### src/rtl/disp_pkg.sv
// disp_pkg: shared constants and types for the display arbiter slice.
//   - digit codes (blank, dash), source encodings, FSM state type
//   - frame geometry: six 5-bit digit fields packed LSB-first (digit1 = [4:0])
package disp_pkg;

    localparam int DIGITS  = 6;
    localparam int DIG_W   = 5;
    localparam int FRAME_W = DIGITS * DIG_W;

    localparam logic [DIG_W-1:0] CODE_BLANK = 5'b10000;
    localparam logic [DIG_W-1:0] CODE_DASH  = 5'b10001;

    localparam logic SRC_VAL = 1'b0;
    localparam logic SRC_MSG = 1'b1;

    typedef enum logic {
        IDLE = 1'b0,
        HOLD = 1'b1
    } state_t;

    typedef logic [FRAME_W-1:0] frame_t;

    localparam frame_t FRAME_DASH = {DIGITS{CODE_DASH}};

    // Bit offset of digit field k (k = 0 is digit1).
    function automatic int dig_off(input int k);
        return DIG_W * k;
    endfunction

endpackage

### src/rtl/disp_arbiter_if.sv
// disp_arbiter_if: requester/display bundle for disp_arbiter.
//   slave  : arbiter side (takes requests + frames, drives grants and display)
//   master : requester/display side
//   REQ_x/FRAME_x  request and its 30-bit frame, GNT_x one-cycle grant
//   BUSY/SRC       dwell flag and source of the held frame
//   OUT1..OUT6     held digit codes, SCAN_SEL/SCAN_CODE multiplexed scan
interface disp_arbiter_if;
    import disp_pkg::*;

    logic             REQ_VAL;
    frame_t           FRAME_VAL;
    logic             GNT_VAL;
    logic             REQ_MSG;
    frame_t           FRAME_MSG;
    logic             GNT_MSG;
    logic             BUSY;
    logic             SRC;
    logic [DIG_W-1:0] OUT1, OUT2, OUT3, OUT4, OUT5, OUT6;
    logic [DIGITS-1:0] SCAN_SEL;
    logic [DIG_W-1:0] SCAN_CODE;

    modport slave (
        input  REQ_VAL, FRAME_VAL, REQ_MSG, FRAME_MSG,
        output GNT_VAL, GNT_MSG, BUSY, SRC,
        output OUT1, OUT2, OUT3, OUT4, OUT5, OUT6, SCAN_SEL, SCAN_CODE
    );

    modport master (
        output REQ_VAL, FRAME_VAL, REQ_MSG, FRAME_MSG,
        input  GNT_VAL, GNT_MSG, BUSY, SRC,
        input  OUT1, OUT2, OUT3, OUT4, OUT5, OUT6, SCAN_SEL, SCAN_CODE
    );

endinterface

### src/rtl/disp_scan.sv
// disp_scan: multiplexed digit scanner.
//   CLK, RST   clock, synchronous active-high reset
//   frame      held frame (digit1 in [4:0])
//   scan_sel   registered one-hot active digit, bit0 = digit1
//   scan_code  code of the active digit (combinational from frame and index)
// Free-running: a new frame shows on the current digit immediately.
module disp_scan
    import disp_pkg::*;
#(
    parameter int SCAN_DIV = 50000
) (
    input  logic              CLK,
    input  logic              RST,
    input  frame_t            frame,
    output logic [DIGITS-1:0] scan_sel,
    output logic [DIG_W-1:0]  scan_code
);

    localparam int DW = (SCAN_DIV > 1) ? $clog2(SCAN_DIV) : 1;

    logic [DW-1:0] div;
    logic [2:0]    idx;

    always_ff @(posedge CLK) begin
        if (RST) begin
            div      <= '0;
            idx      <= '0;
            scan_sel <= 6'b000001;
        end else if (div == DW'(SCAN_DIV - 1)) begin
            div      <= '0;
            idx      <= (idx == 3'd5) ? 3'd0 : idx + 3'd1;
            // rotating the one-hot keeps it equal to one-hot(idx)
            scan_sel <= {scan_sel[DIGITS-2:0], scan_sel[DIGITS-1]};
        end else begin
            div <= div + DW'(1);
        end
    end

    always_comb begin
        scan_code = CODE_BLANK;
        for (int k = 0; k < DIGITS; k++) begin
            if (idx == 3'(k)) scan_code = frame[dig_off(k) +: DIG_W];
        end
    end

endmodule

### src/rtl/disp_arbiter.sv
// disp_arbiter: shares the six-digit display between the value path and the
// status-message path, one frame at a time, each held for HOLD_CYCLES.
//   CLK, RST  clock, synchronous active-high reset
//   bus       disp_arbiter_if.slave: REQ/FRAME/GNT per class, BUSY, SRC,
//             OUT1..OUT6, SCAN_SEL, SCAN_CODE
// Ties go to the class not served last; the first tie after reset goes to MSG.
module disp_arbiter
    import disp_pkg::*;
#(
    parameter int HOLD_CYCLES = 25000000,
    parameter int SCAN_DIV    = 50000
) (
    input  logic           CLK,
    input  logic           RST,
    disp_arbiter_if.slave  bus
);

    localparam int CW = (HOLD_CYCLES > 1) ? $clog2(HOLD_CYCLES) : 1;

    state_t        state, state_n;
    logic [CW-1:0] cnt, cnt_n;
    frame_t        frame, frame_n;
    logic          src, src_n;
    logic          last, last_n;
    logic          gv, gv_n;
    logic          gm, gm_n;

    logic          rv, rm, decide, win_msg;

    always_ff @(posedge CLK) begin
        if (RST) begin
            state <= IDLE;
            cnt   <= '0;
            frame <= FRAME_DASH;
            src   <= SRC_VAL;
            last  <= SRC_VAL;
            gv    <= 1'b0;
            gm    <= 1'b0;
        end else begin
            state <= state_n;
            cnt   <= cnt_n;
            frame <= frame_n;
            src   <= src_n;
            last  <= last_n;
            gv    <= gv_n;
            gm    <= gm_n;
        end
    end

    always_comb begin
        state_n = state;
        cnt_n   = cnt;
        frame_n = frame;
        src_n   = src;
        last_n  = last;
        gv_n    = 1'b0;
        gm_n    = 1'b0;

        // A class whose grant is currently showing still has its request up
        // for this cycle; with a one-cycle dwell that stale request would
        // otherwise be granted twice.
        rv      = bus.REQ_VAL & ~gv;
        rm      = bus.REQ_MSG & ~gm;
        decide  = (state == IDLE) || (cnt == '0);
        win_msg = rm & (~rv | (last == SRC_VAL));

        if (decide) begin
            if (rv | rm) begin
                state_n = HOLD;
                cnt_n   = CW'(HOLD_CYCLES - 1);
                frame_n = win_msg ? bus.FRAME_MSG : bus.FRAME_VAL;
                src_n   = win_msg;
                last_n  = win_msg;
                gv_n    = ~win_msg;
                gm_n    = win_msg;
            end else begin
                state_n = IDLE;
            end
        end else begin
            cnt_n = cnt - CW'(1);
        end
    end

    assign bus.GNT_VAL = gv;
    assign bus.GNT_MSG = gm;
    assign bus.BUSY    = (state == HOLD);
    assign bus.SRC     = src;
    assign bus.OUT1    = frame[dig_off(0) +: DIG_W];
    assign bus.OUT2    = frame[dig_off(1) +: DIG_W];
    assign bus.OUT3    = frame[dig_off(2) +: DIG_W];
    assign bus.OUT4    = frame[dig_off(3) +: DIG_W];
    assign bus.OUT5    = frame[dig_off(4) +: DIG_W];
    assign bus.OUT6    = frame[dig_off(5) +: DIG_W];

    disp_scan #(.SCAN_DIV(SCAN_DIV)) u_scan (
        .CLK       (CLK),
        .RST       (RST),
        .frame     (frame),
        .scan_sel  (bus.SCAN_SEL),
        .scan_code (bus.SCAN_CODE)
    );

endmodule

### src/flat_wrapper.sv
// flat-port wrapper written by rule: the top's interface ports become plain ports
module disp_arbiter_flat import disp_pkg::*;
#(
    parameter int HOLD_CYCLES = 25000000,
    parameter int SCAN_DIV    = 50000
)
  (CLK, RST, bus_REQ_VAL, bus_FRAME_VAL, bus_REQ_MSG, bus_FRAME_MSG, bus_GNT_VAL, bus_GNT_MSG, bus_BUSY, bus_SRC, bus_OUT1, bus_OUT2, bus_OUT3, bus_OUT4, bus_OUT5, bus_OUT6, bus_SCAN_SEL, bus_SCAN_CODE);
  disp_arbiter_if bus_i ();
  input  logic CLK;
  input  logic RST;
  input wire logic [$bits(bus_i.REQ_VAL)-1:0] bus_REQ_VAL;
  input wire logic [$bits(bus_i.FRAME_VAL)-1:0] bus_FRAME_VAL;
  input wire logic [$bits(bus_i.REQ_MSG)-1:0] bus_REQ_MSG;
  input wire logic [$bits(bus_i.FRAME_MSG)-1:0] bus_FRAME_MSG;
  output wire logic [$bits(bus_i.GNT_VAL)-1:0] bus_GNT_VAL;
  output wire logic [$bits(bus_i.GNT_MSG)-1:0] bus_GNT_MSG;
  output wire logic [$bits(bus_i.BUSY)-1:0] bus_BUSY;
  output wire logic [$bits(bus_i.SRC)-1:0] bus_SRC;
  output wire logic [$bits(bus_i.OUT1)-1:0] bus_OUT1;
  output wire logic [$bits(bus_i.OUT2)-1:0] bus_OUT2;
  output wire logic [$bits(bus_i.OUT3)-1:0] bus_OUT3;
  output wire logic [$bits(bus_i.OUT4)-1:0] bus_OUT4;
  output wire logic [$bits(bus_i.OUT5)-1:0] bus_OUT5;
  output wire logic [$bits(bus_i.OUT6)-1:0] bus_OUT6;
  output wire logic [$bits(bus_i.SCAN_SEL)-1:0] bus_SCAN_SEL;
  output wire logic [$bits(bus_i.SCAN_CODE)-1:0] bus_SCAN_CODE;
  assign bus_i.REQ_VAL = bus_REQ_VAL;
  assign bus_i.FRAME_VAL = bus_FRAME_VAL;
  assign bus_i.REQ_MSG = bus_REQ_MSG;
  assign bus_i.FRAME_MSG = bus_FRAME_MSG;
  assign bus_GNT_VAL = bus_i.GNT_VAL;
  assign bus_GNT_MSG = bus_i.GNT_MSG;
  assign bus_BUSY = bus_i.BUSY;
  assign bus_SRC = bus_i.SRC;
  assign bus_OUT1 = bus_i.OUT1;
  assign bus_OUT2 = bus_i.OUT2;
  assign bus_OUT3 = bus_i.OUT3;
  assign bus_OUT4 = bus_i.OUT4;
  assign bus_OUT5 = bus_i.OUT5;
  assign bus_OUT6 = bus_i.OUT6;
  assign bus_SCAN_SEL = bus_i.SCAN_SEL;
  assign bus_SCAN_CODE = bus_i.SCAN_CODE;
  disp_arbiter #(.HOLD_CYCLES(HOLD_CYCLES), .SCAN_DIV(SCAN_DIV)) u_core (.CLK(CLK), .RST(RST), .bus(bus_i));
endmodule
### config.mk
export PLATFORM = sky130hd
export DESIGN_NAME = disp_arbiter_flat
export DESIGN_NICKNAME = d
export VERILOG_FILES = /design/src/rtl/disp_pkg.sv /design/src/rtl/disp_arbiter_if.sv /design/src/rtl/disp_scan.sv /design/src/rtl/disp_arbiter.sv /design/src/flat_wrapper.sv
export SDC_FILE = /design/constraint.sdc
export NUM_CORES = 1
export LEC_CHECK = 0
export ABC_AREA = 1
export CAP_MARGIN = 20
export CORE_ASPECT_RATIO = 0.6
export CORE_UTILIZATION = 40
export CTS_BUF_LIST = sky130_fd_sc_hd__clkbuf_8
export CTS_CLUSTER_SIZE = 16
export DETAILED_ROUTE_END_ITERATION = 12
export PLACE_DENSITY = 0.67
export SKIP_CTS_REPAIR_TIMING = 1
export SYNTH_ARGS = -nofsm -noshare
export SYNTH_HDL_FRONTEND = slang
export SYNTH_HIERARCHICAL = 1
export SYNTH_SLANG_ARGS = --single-unit
### constraint.sdc
create_clock -name CLK -period 3.5 [get_ports CLK]
set_clock_uncertainty 0.05 [all_clocks]
set_input_delay 1.05 -clock CLK [delete_from_list [all_inputs] [get_ports CLK]]
set_output_delay 1.05 -clock CLK [all_outputs]
set_load 0.005 [all_outputs]
======== After elaboration in Yosys (flattened, before gate mapping) ========
Index checks and enable logic that the tools add are counted.
Widths: inputs -> output; s select.
storage, ports and cells
  register bits ........................... 84
  latch bits .............................. 0
  memory bits (writable) .................. 0
  ROM bits ................................ 0
  word-level logic and storage cells ...... 49
  memories kept ........................... 0
cells by class
  $add $sub $neg .......................... 3
  $mul .................................... 0
  div/mod/pow operators ................... 0
  order comparisons ....................... 0
  equality and inequality tests ........... 7
  shift-type cells ........................ 0
  multiplexer cells ....................... 11
  bitwise logic cells ..................... 13
  reductions and logical operators ........ 6
operators by type and width
  operator               number
  $mux 25                2
  $mux 30                1
  $mux 5                 6
  $logic_not 25->1       1
  $sub 25x1->25 const B  1
  $add 16x1->16 const B  1
  $eq 16x16->1 const B   1
  $not 1->1              8
  $eq 3x2->1 const B     2
  $eq 3x3->1 const B     2
  $add 3x1->3 const B    1
  $and 1x1->1            3
  $eq 3x1->1 const B     1
  $logic_not 3->1        1
  $mux 3                 1
  $reduce_or 3->1        1
  $ne 2x2->1 const B     1
  $or 1x1->1             2
  $reduce_and 2->1       1
  $reduce_or 2->1        1
  $logic_or 1x1->1       1
  $mux 1                 1

======== Longest topological paths before layout ========
Gate-level depths: netlist of the first run.
  depth in word-level cells ............... 7
  gate-level depth with buffers ........... 12

======== Hierarchy ========
Netlist of the first run, hierarchy kept.
modules (own cells, without submodules)
  module        instances  cells an instance  area each (µm²)  sequential area each (µm²)
  disp_arbiter  1          496                3120.5           1181.1
  disp_scan     1          236                1555.2           500.5

======== Least setup slack after synthesis of the first run ========
OpenSTA, ideal clock, no wires.
  path type ............................... reg2out
  start point ............................. register u_core.u_scan.idx[0]
  end point ............................... output port bus_SCAN_CODE[4]
  arrival time ............................ 1.203 ns
  setup slack ............................. 1.197 ns
  cell stages (with the launch flop) ...... 11
  path buffers ............................ 2
  path through ............................ dfxtp_1 -> buf_6 -> nand2_1 -> inv_1 -> ha_1 -> clkbuf_1 -> nor2_1 -> nand2_1 -> nand3_1 -> nand3_1 -> nand2_1
on the way
  longest elaborated chain between the ends .. 7
RTL lines
  item                    RTL line            RTL
  start, declared         disp_scan.sv:22     logic [2:0] idx;
  start signal, assigned  disp_scan.sv:31     idx <= (idx == 3'd5) ? 3'd0 : idx + 3'd1;
  $logic_not 3->1         disp_scan.sv:42     if (idx == 3'(k)) scan_code = frame[dig_off(k) +: DIG_W];
  $mux 5 (5 in series)    disp_scan.sv:42
  $mux 5 (*)              disp_scan.sv:42
  end, declared           flat_wrapper.sv:26  output wire logic [$bits(bus_i.SCAN_CODE)-1:0] bus_SCAN_CODE;
Every way passes the cells marked *; elsewhere a longest branch is shown, timed or not.

======== Final worst setup path of the first run ========
  start point ............................. register u_core.u_scan.idx[0]
  end point ............................... output port bus_SCAN_CODE[1]
The elaborated chain is that of the path after synthesis.

==> impl_metrics.toml, run 1 <==
[layout]
diodes = 0
post_route_cells_drive_above_1_share = 0.0907
syn2layout_area_growth_pct = 29.0
fillers = 1088
post-route-util = 0.532
final_cell_area_um2 = 6030
nNetsFinal = 901

[grt]
antenna_found_initial = 0
grt_max_degree = 31
grt-ovfl-total = 0
grt_pass1_vias = 4431
grt_pass1_wl_um = 22100
grt_usage = 0.231

[logic_synthesis]
yosysMostFrequentCell = "nand2_1"
ys_async_sr_fraction = 0
syn-num-nets = 799
synth.avg_cell_area_um2 = 6.39
synth_top_family_by_area = "simple AND/OR/NAND/NOR gates"
yosys.area_share.simple = 0.456
netlist_area_um2 = 4680
synth_cells = 732
ys_ff_latch = 84
synth_compound_area_frac = 0.0883
ys_types = 38
netlist_top_cells_area = "dfxtp_1, nand2_1, nor2_1"
synthXorXnorAreaFrac = 0.0150
yosysWarnings = 6
synth_edf_count = 0
synthAdderAreaFrac = 0.00803
synth_top_area_share = 0.360
yosys.area.top_type = "dfxtp_1"
synthTopCellsByCount = "nand2_1, dfxtp_1, nor2_1"
ys_seq_area_frac = 0.360
muxShareOfSynthArea = 0
synth_flop_cell = "dfxtp_1"

[job]
drv_cap = 0

[power]
p_leak_uw = 0.00257
power_density_nw_per_um2 = 370
switchingPower_uw = 700
switching_share = 0.314
p_int_uw = 1530
clkPwrFrac = 0.279
combPwrFrac = 0.236
pwr-share-seq = 0.485
vdd_drop_max_v = 0.000161

[route]
met2_length_um = 5380
final_antenna_net_count = 0
wl_met3_um = 903
drt_first_pass_iters = 5
num_vias = 4972
routed_wl_um = 13600
drcViolationCount = 0
maxUsedRoutingLayer = "met4"
first_iter_violations = 384
wl_per_cell_um = 13.6
wl_met1_um = 7240
viasPerCell = 4.98

[timing]
rsz0062_at_grt = "no"
fin_crit_sh = 0.945
hold_viol_final = 0
slew_violations = 0
fin_crit_ps = 3310
slew_headroom = 0.648
fin_ws_ps = 192
fmax_mhz = 302
whs_ps = 414
worst_pin_slew_ps = 526
fin_tns_setup_ps = 0
finalSetupViolations = 0

[critical_path]
critPathSlowestCell = "clkdlybuf4s50_1"
crit_chain = "nor3_1, nand2_1, nand3_1, nand2_1, nand2_1, nand2_1, nand2_1, clkdlybuf4s50_1"
startpoint_type = "flop"
r2r-end = "u_core/frame[28]"
path_delay_family = "simple AND/OR/NAND/NOR gates"
arrival_ps = 2210
reg2reg_depth = 11
path_max_fanout = 9
endpoint_kind = "output port"
cpPeakStageDelay_ps = 490
worst_path_most_repeated_cell = "nand2_1"
r2r-start = "u_core/cnt[0]"
worstSetupPathType = "flop to output port"
worst-path-buf-inv = 1
r2r_slack_ps = 860
worstPathRequired_ps = 2400

[placement]
place_area_um2 = 5860
dp_hpwl_um = 10500
io_buffers = 108
globalplace.congestion = 0.900
place_ws_ps = 387

[floorplanning]
die-area_um2 = 12100
start_util = 0.412
io_pins = 109
die_h_um = 85.7
rows = 30
die_w_um = 142
core_um2 = 11300

[clock_tree]
clkSlewWorstSetupHoldPaths_ps = 90
insertion_delay_ps = 360
clock_path_buffers = 2
cts.sinks = 84
numCtsBuffers = 9
cts_htree_levels = 3
cts_tree = "yes"
root_buffer = "clkbuf_8"

[hold_path]
hp-class = "flop to flop"
hold_depth = 1
hp-start = "u_core/u_scan/div[0]"
whs_endpoint = "u_core/u_scan/div[0]"

[status]
status = "finished, final reports clean"
-- metrics by stage --
step                power [uW]  cells
floorplan                 1390    732
global placement          1610    983
detailed placement        1620    983
CTS                       2240    998
global route              2360    998
finish                    2230    998
-- cells in the final DEF (no fill, tap or decap), types with 2 or more instances in the layout --
cell type	n
ha_1	2
inv_1	44
nor2_2	13
a21oi_1	48
nand2_2	7
nand2_1	283
o21bai_1	2
clkdlybuf4s50_1	108
dfxtp_1	84
nand3b_1	3
a21oi_2	7
nand4_1	12
nand3_1	58
nand3_2	4
nor3_1	10
clkinv_4	2
clkbuf_8	10
o21ai_0	12
buf_4	7
xnor2_1	2
nand2_4	3
xor2_1	6
inv_2	6
or2_2	6
nor2_1	83
nor2_4	4
-- routing by layer --
layer | vias up | GRT usage
met3 | 9 | 0.0514
li1 | 2521 | -
met1 | 2284 | 0.362
met5 | - | 0
met2 | 158 | 0.314
met4 | 0 | 0.0459
-- worst max path at each step --
stage | from | depth (start not counted) | slack, ps | endpoint
global placement | bus_REQ_MSG | 8 | 500 | u_core/frame[13]
floorplan | u_core/u_scan/idx[0] | 10 | 1200 | bus_SCAN_CODE[4]
detailed placement | bus_REQ_MSG | 8 | 390 | u_core/frame[18]
global route | u_core/u_scan/idx[0] | 8 | 10 | bus_SCAN_CODE[1]
CTS | u_core/u_scan/idx[0] | 8 | 150 | bus_SCAN_CODE[4]
finish | u_core/u_scan/idx[0] | 8 | 190 | bus_SCAN_CODE[1]
-- power groups by stage --
stage                     combinational, uW  sequential [uW]  clock (uW)
final                                   526             1080         623
after detailed placement                522             1100           0
after global routing                    588             1090         683
after CTS                               524             1080         640
after floorplan                         301             1090           0
after global placement                  510             1100           0
-- state kept, by name (all words and copies together), names as in the netlist --
name / count
u_core/frame: 30
u_core/cnt: 25
u_core/u_scan/div: 16
u_core/u_scan/scan_sel: 6
u_core/u_scan/idx: 3
u_core/bus.BUSY: 1
u_core/bus.GNT_MSG: 1
u_core/bus.GNT_VAL: 1
u_core/last: 1
-- area by class of cell --
cell class	instances	area, um^2	area share
inverters	50	193	0.0319
clock inverters	5	30.0	0.00498
clock buffers	10	138	0.0228
multi-input cells	574	2660	0.440
repair buffers	115	1130	0.188
well taps	160	200	0.0332
flip-flops and latches	84	1680	0.279
-- cell families after synthesis --
| group | count (synthesis) |
|---|---|
| fa+ha+maj | 3 |
| compound gates | 73 |
| xor+xnor | 8 |
| buf+inv | 74 |
| flops | 84 |
| simple gates | 490 |
No activity file was read; power rests on OpenSTA's default activity.
==> inputs of run 2 (changes only) <==
Settings changed: CTS_BUF_LIST sky130_fd_sc_hd__clkbuf_8 to unset, SLEW_MARGIN set to 30.
==> run 2 against run 1 <==
Net effect: first-iteration DRC count up 24%; critical path type unchanged; fmax increased by 1.5%; via count rose by 0.46%.
==> impl_metrics.toml, run 2 (same netlist as run 1, synthesis figures left out) <==
[hold_path]
hp-class = "flop to flop"
hold_depth = 1

[power]
clkPwrFrac = 0.352
pwr-share-seq = 0.436
vdd_drop_max_v = 0.000245
finalPower_uw = 2480
switchingPower_uw = 724
p_leak_uw = 0.00261
switching_share = 0.291
power_density_nw_per_um2 = 405
combPwrFrac = 0.212
p_int_uw = 1760

[clock_tree]
clock_path_buffers = 2
cts_tree = "yes"
cts_htree_levels = 3
clkSlewWorstSetupHoldPaths_ps = 60
numCtsBuffers = 9
cts.sinks = 84
insertion_delay_ps = 330
root_buffer = "clkbuf_16"

[critical_path]
arrival_ps = 2160
worstPathRequired_ps = 2400
path_max_fanout = 9
crit_chain = "nor3_1, nand2_1, nand3_1, nand2_1, nand2_1, nand2_1, nand2_1, clkdlybuf4s50_1"
r2r_slack_ps = 840
worst-path-buf-inv = 1
endpoint_kind = "output port"
reg2reg_depth = 11
worst_path_most_repeated_cell = "nand2_1"
startpoint_type = "flop"
worstSetupPathType = "flop to output port"
cp_num_cells = 8
cpPeakStageDelay_ps = 490
path_delay_family = "simple AND/OR/NAND/NOR gates"
critPathSlowestCell = "clkdlybuf4s50_1"

[layout]
post-route-util = 0.541
mostFrequentLayoutCells = "nand2_1, clkdlybuf4s50_1, dfxtp_1, nor2_1, nand3_1"
reg_top3 = "u_core/frame x30, u_core/cnt x25, u_core/u_scan/div x16"
largest-register = "u_core/frame"
syn2layout_area_growth_pct = 31.2
fillers = 1077
largest_reg_flops = 30
post_route_cells_drive_above_1_share = 0.0907
diodes = 0
nNetsFinal = 901
layout_commonest_cell = "nand2_1"
stdcell_count = 998

[route]
final_antenna_net_count = 0
first_iter_violations = 477
viasPerCell = 5.01
routed_wl_um = 13600
num_vias = 4995
wl_per_cell_um = 13.6
drcViolationCount = 0
drt_first_pass_iters = 5

[grt]
grt_usage = 0.230
grt-ovfl-total = 0
grt_pass1_wl_um = 22100
antenna_found_initial = 0
grt_pass1_vias = 4430
grt_max_degree = 31

[placement]
dp_hpwl_um = 10500
place_inst = 983
io_buffers = 108
globalplace.congestion = 0.900

[timing]
fin_crit_ps = 3260
rsz0062_at_grt = "no"
fmax_mhz = 307
fin_crit_sh = 0.931
slew_violations = 0
fin_tns_setup_ps = 0
worst_pin_slew_ps = 531
hold_viol_final = 0
finalSetupViolations = 0
slew_headroom = 0.645

[floorplanning]
rows = 30
die-area_um2 = 12100
core_um2 = 11300
die_w_um = 142
start_util = 0.412
io_pins = 109
die_h_um = 85.7

[status]
status = "finished, final reports clean"

[job]
drv_cap = 0
[run 2: power groups by stage]
stage	Combinational [uW]	Sequential [uW]	Clock [uW]
floorplan	301	1090	0
detailed placement	522	1100	0
global route	588	1090	937
global placement	510	1100	0
finish	526	1080	875
CTS	524	1080	894
[run 2: worst reg2reg max path, stage by stage, from the launching register on]
cell,delay (ps)
dfxtp_1,330
inv_1,140
ha_1,340
nand2_2,160
nor2_4,180
nand2_2,100
o21ai_4,470
nand2_4,310
nand2_2,260
inv_2,90
nand2_1,60
nand2_1,60
[run 2: metal layers]
layer / up-vias / GRT usage / wire length (um)
met2: 154 / 0.317 / 5450
li1: 2521 / - / -
met5: - / 0 / 0
met1: 2310 / 0.361 / 7200
met4: 0 / 0.0489 / 85
met3: 10 / 0.0463 / 888
[run 2: cell type report]
type | instances | area (um^2) | share of cell area
clock buffer | 12 | 246 | 0.0402
timing repair buffer | 115 | 1130 | 0.185
clock inverter | 3 | 22.5 | 0.00367
inverter | 50 | 193 | 0.0314
multi-input combinational | 574 | 2660 | 0.433
sequential | 84 | 1680 | 0.274
tap | 160 | 200 | 0.0326
[run 2: final timing paths]
| check | endpoint | from |
|---|---|---|
| worst max-delay path | bus_SCAN_CODE[1] | u_core/u_scan/idx[0] |
| worst min-delay path | u_core/u_scan/div[0] | u_core/u_scan/div[0] |
| worst min register to register | u_core/u_scan/div[0] | u_core/u_scan/div[0] |
| worst max register to register | u_core/frame[28] | u_core/cnt[0] |
[run 2: stage by stage]
| stage | hold slack [ps] | instance area (um^2) | setup WS, ps |
|---|---|---|---|
| after global placement | 389 | 5860 | 501 |
| after floorplan | 377 | 4680 | 1200 |
| after global routing | 430 | 6130 | 57.4 |
| after CTS | 415 | 6130 | 192 |
| after detailed placement | 397 | 5860 | 387 |
| final | 407 | 6130 | 240 |
==> inputs of run 3 (changes only) <==
Settings changed: CTS_CLUSTER_DIAMETER set to 120, CTS_CLUSTER_SIZE 16 to 28, PLACE_DENSITY 0.67 to 0.7.
Clock period 3.5 ns to 2.9 ns, I/O delays scaled along.
==> run 3 against run 2 <==
Net effect: flip-flop and latch count stayed put; core utilization is 1.4 points higher; non-clock buffer count rose by 3; critical path depth did not move; critical endpoint unchanged; largest cell class unchanged; highest routed layer unchanged.
==> impl_metrics.toml, run 3 (same netlist as run 1, synthesis figures left out) <==
[status]
status = "finished, final reports clean"

[power]
p_leak_uw = 0.00266
vdd_drop_max_v = 0.000307
finalPower_uw = 3210
power_density_nw_per_um2 = 510

[layout]
nNetsFinal = 904
syn2layout_area_growth_pct = 34.7
post_route_cells_drive_above_1_share = 0.109
stdcell_count = 1002
layout_commonest_cell = "nand2_1"
diodes = 0
fillers = 1083
largest_reg_flops = 30
reg_top3 = "u_core/frame x30, u_core/cnt x25, u_core/u_scan/div x16"
largest-register = "u_core/frame"
mostFrequentLayoutCells = "nand2_1, clkdlybuf4s50_1, nor2_1, dfxtp_1, nand3_1"

[critical_path]
arrival_ps = 1960
r2r_slack_ps = 720
endpoint_kind = "output port"
worstSetupPathType = "flop to output port"
reg2reg_depth = 12
path_max_fanout = 4
worstPathRequired_ps = 1980
startpoint_type = "flop"

[clock_tree]
insertion_delay_ps = 340
cts_htree_levels = 3
cts.sinks = 84
numCtsBuffers = 9
root_buffer = "clkbuf_16"
clkSlewWorstSetupHoldPaths_ps = 60
cts_tree = "yes"
clock_path_buffers = 2

[floorplanning]
core_um2 = 11300
die_h_um = 85.7
die_w_um = 142
start_util = 0.412
io_pins = 109
rows = 30
die-area_um2 = 12100

[route]
wl_met1_um = 7060
wl_per_cell_um = 14.1
routed_wl_um = 14200
num_vias = 5088
final_antenna_net_count = 0
wl_met3_um = 1210
drcViolationCount = 0
viasPerCell = 5.08
maxUsedRoutingLayer = "met4"
drt_first_pass_iters = 5
first_iter_violations = 371
met2_length_um = 5760

[hold_path]
hold_depth = 2
hp-class = "flop to flop"

[timing]
worst_pin_slew_ps = 898
whs_ps = 420
rsz0062_at_grt = "yes"
fin_crit_sh = 0.994
fmax_mhz = 347
finalSetupViolations = 0
slew_violations = 0
hold_viol_final = 0
fin_crit_ps = 2880
slew_headroom = 0.397

[grt]
grt_max_degree = 41
antenna_found_initial = 0
grt_usage = 0.238
grt-ovfl-total = 0
grt_pass1_vias = 4646
grt_pass1_wl_um = 22700

[placement]
io_buffers = 108
dp_hpwl_um = 10700
place_inst = 985
globalplace.congestion = 0.920

[job]
drv_cap = 0
## run 3: cell count changes in the layout (fill, tap and decap cells not counted), moves of 2 or more
cell / before / now
dfxtp_1: 84 / 81
inv_2: 6 / 8
dfxtp_4: 0 / 3
inv_1: 42 / 37
inv_4: 0 / 2
bufinv_16: 0 / 2
buf_12: 0 / 2
## run 3: area by class of cell
cell class	count	area, um^2	share of cell area
inverters	50	198	0.0314
clock inverters	5	85.1	0.0135
flip-flops and latches	84	1690	0.269
well taps	160	200	0.0318
clock buffers	11	243	0.0385
multi-input cells	574	2700	0.428
repair buffers	118	1180	0.188
## run 3: through the flow
stage | utilization | setup TNS [ps] | instance area [um^2] | setup slack [ps]
3_5_place_dp | 0.521 | 0 | 5900 | 119
3_3_place_gp | 0.521 | 0 | 5900 | 185
4_1_cts | 0.550 | -1170 | 6230 | -252
6_report | 0.556 | 0 | 6300 | 17.4
2_1_floorplan | - | 0 | 4680 | 777
5_1_grt | 0.556 | -296 | 6300 | -85.5
## run 3: final timing paths
check                                           from               end
worst max-delay path            u_core/u_scan/idx[2]  bus_SCAN_CODE[1]
worst min-delay path                u_core/frame[27]  u_core/frame[27]
worst max register to register         u_core/cnt[0]       u_core/last
worst min register to register      u_core/frame[27]  u_core/frame[27]
## run 3: power by group
part | switching, uW | leakage [uW] | total, uW | internal [uW]
clock | 476 | 0.000156 | 1260 | 781
combinational | 347 | 0.00182 | 648 | 301
sequential | 79.7 | 0.000692 | 1310 | 1230
## run 3: per-layer routing
metal | global-route usage | vias to the layer above
met2 | 0.335 | 221
met4 | 0.0674 | 0
met3 | 0.0558 | 12
met1 | 0.355 | 2318
met5 | 0 | -
li1 | - | 2537
## run 3: worst max-delay path: stages, from the launching register on
cell and delay [ps]:
dfxtp_4 380, nor3_4 280, nand2_1 80, nand3_1 140, nand2_1 70, nand2_1 60
nand2_1 50, nand2_1 60, clkdlybuf4s50_1 520
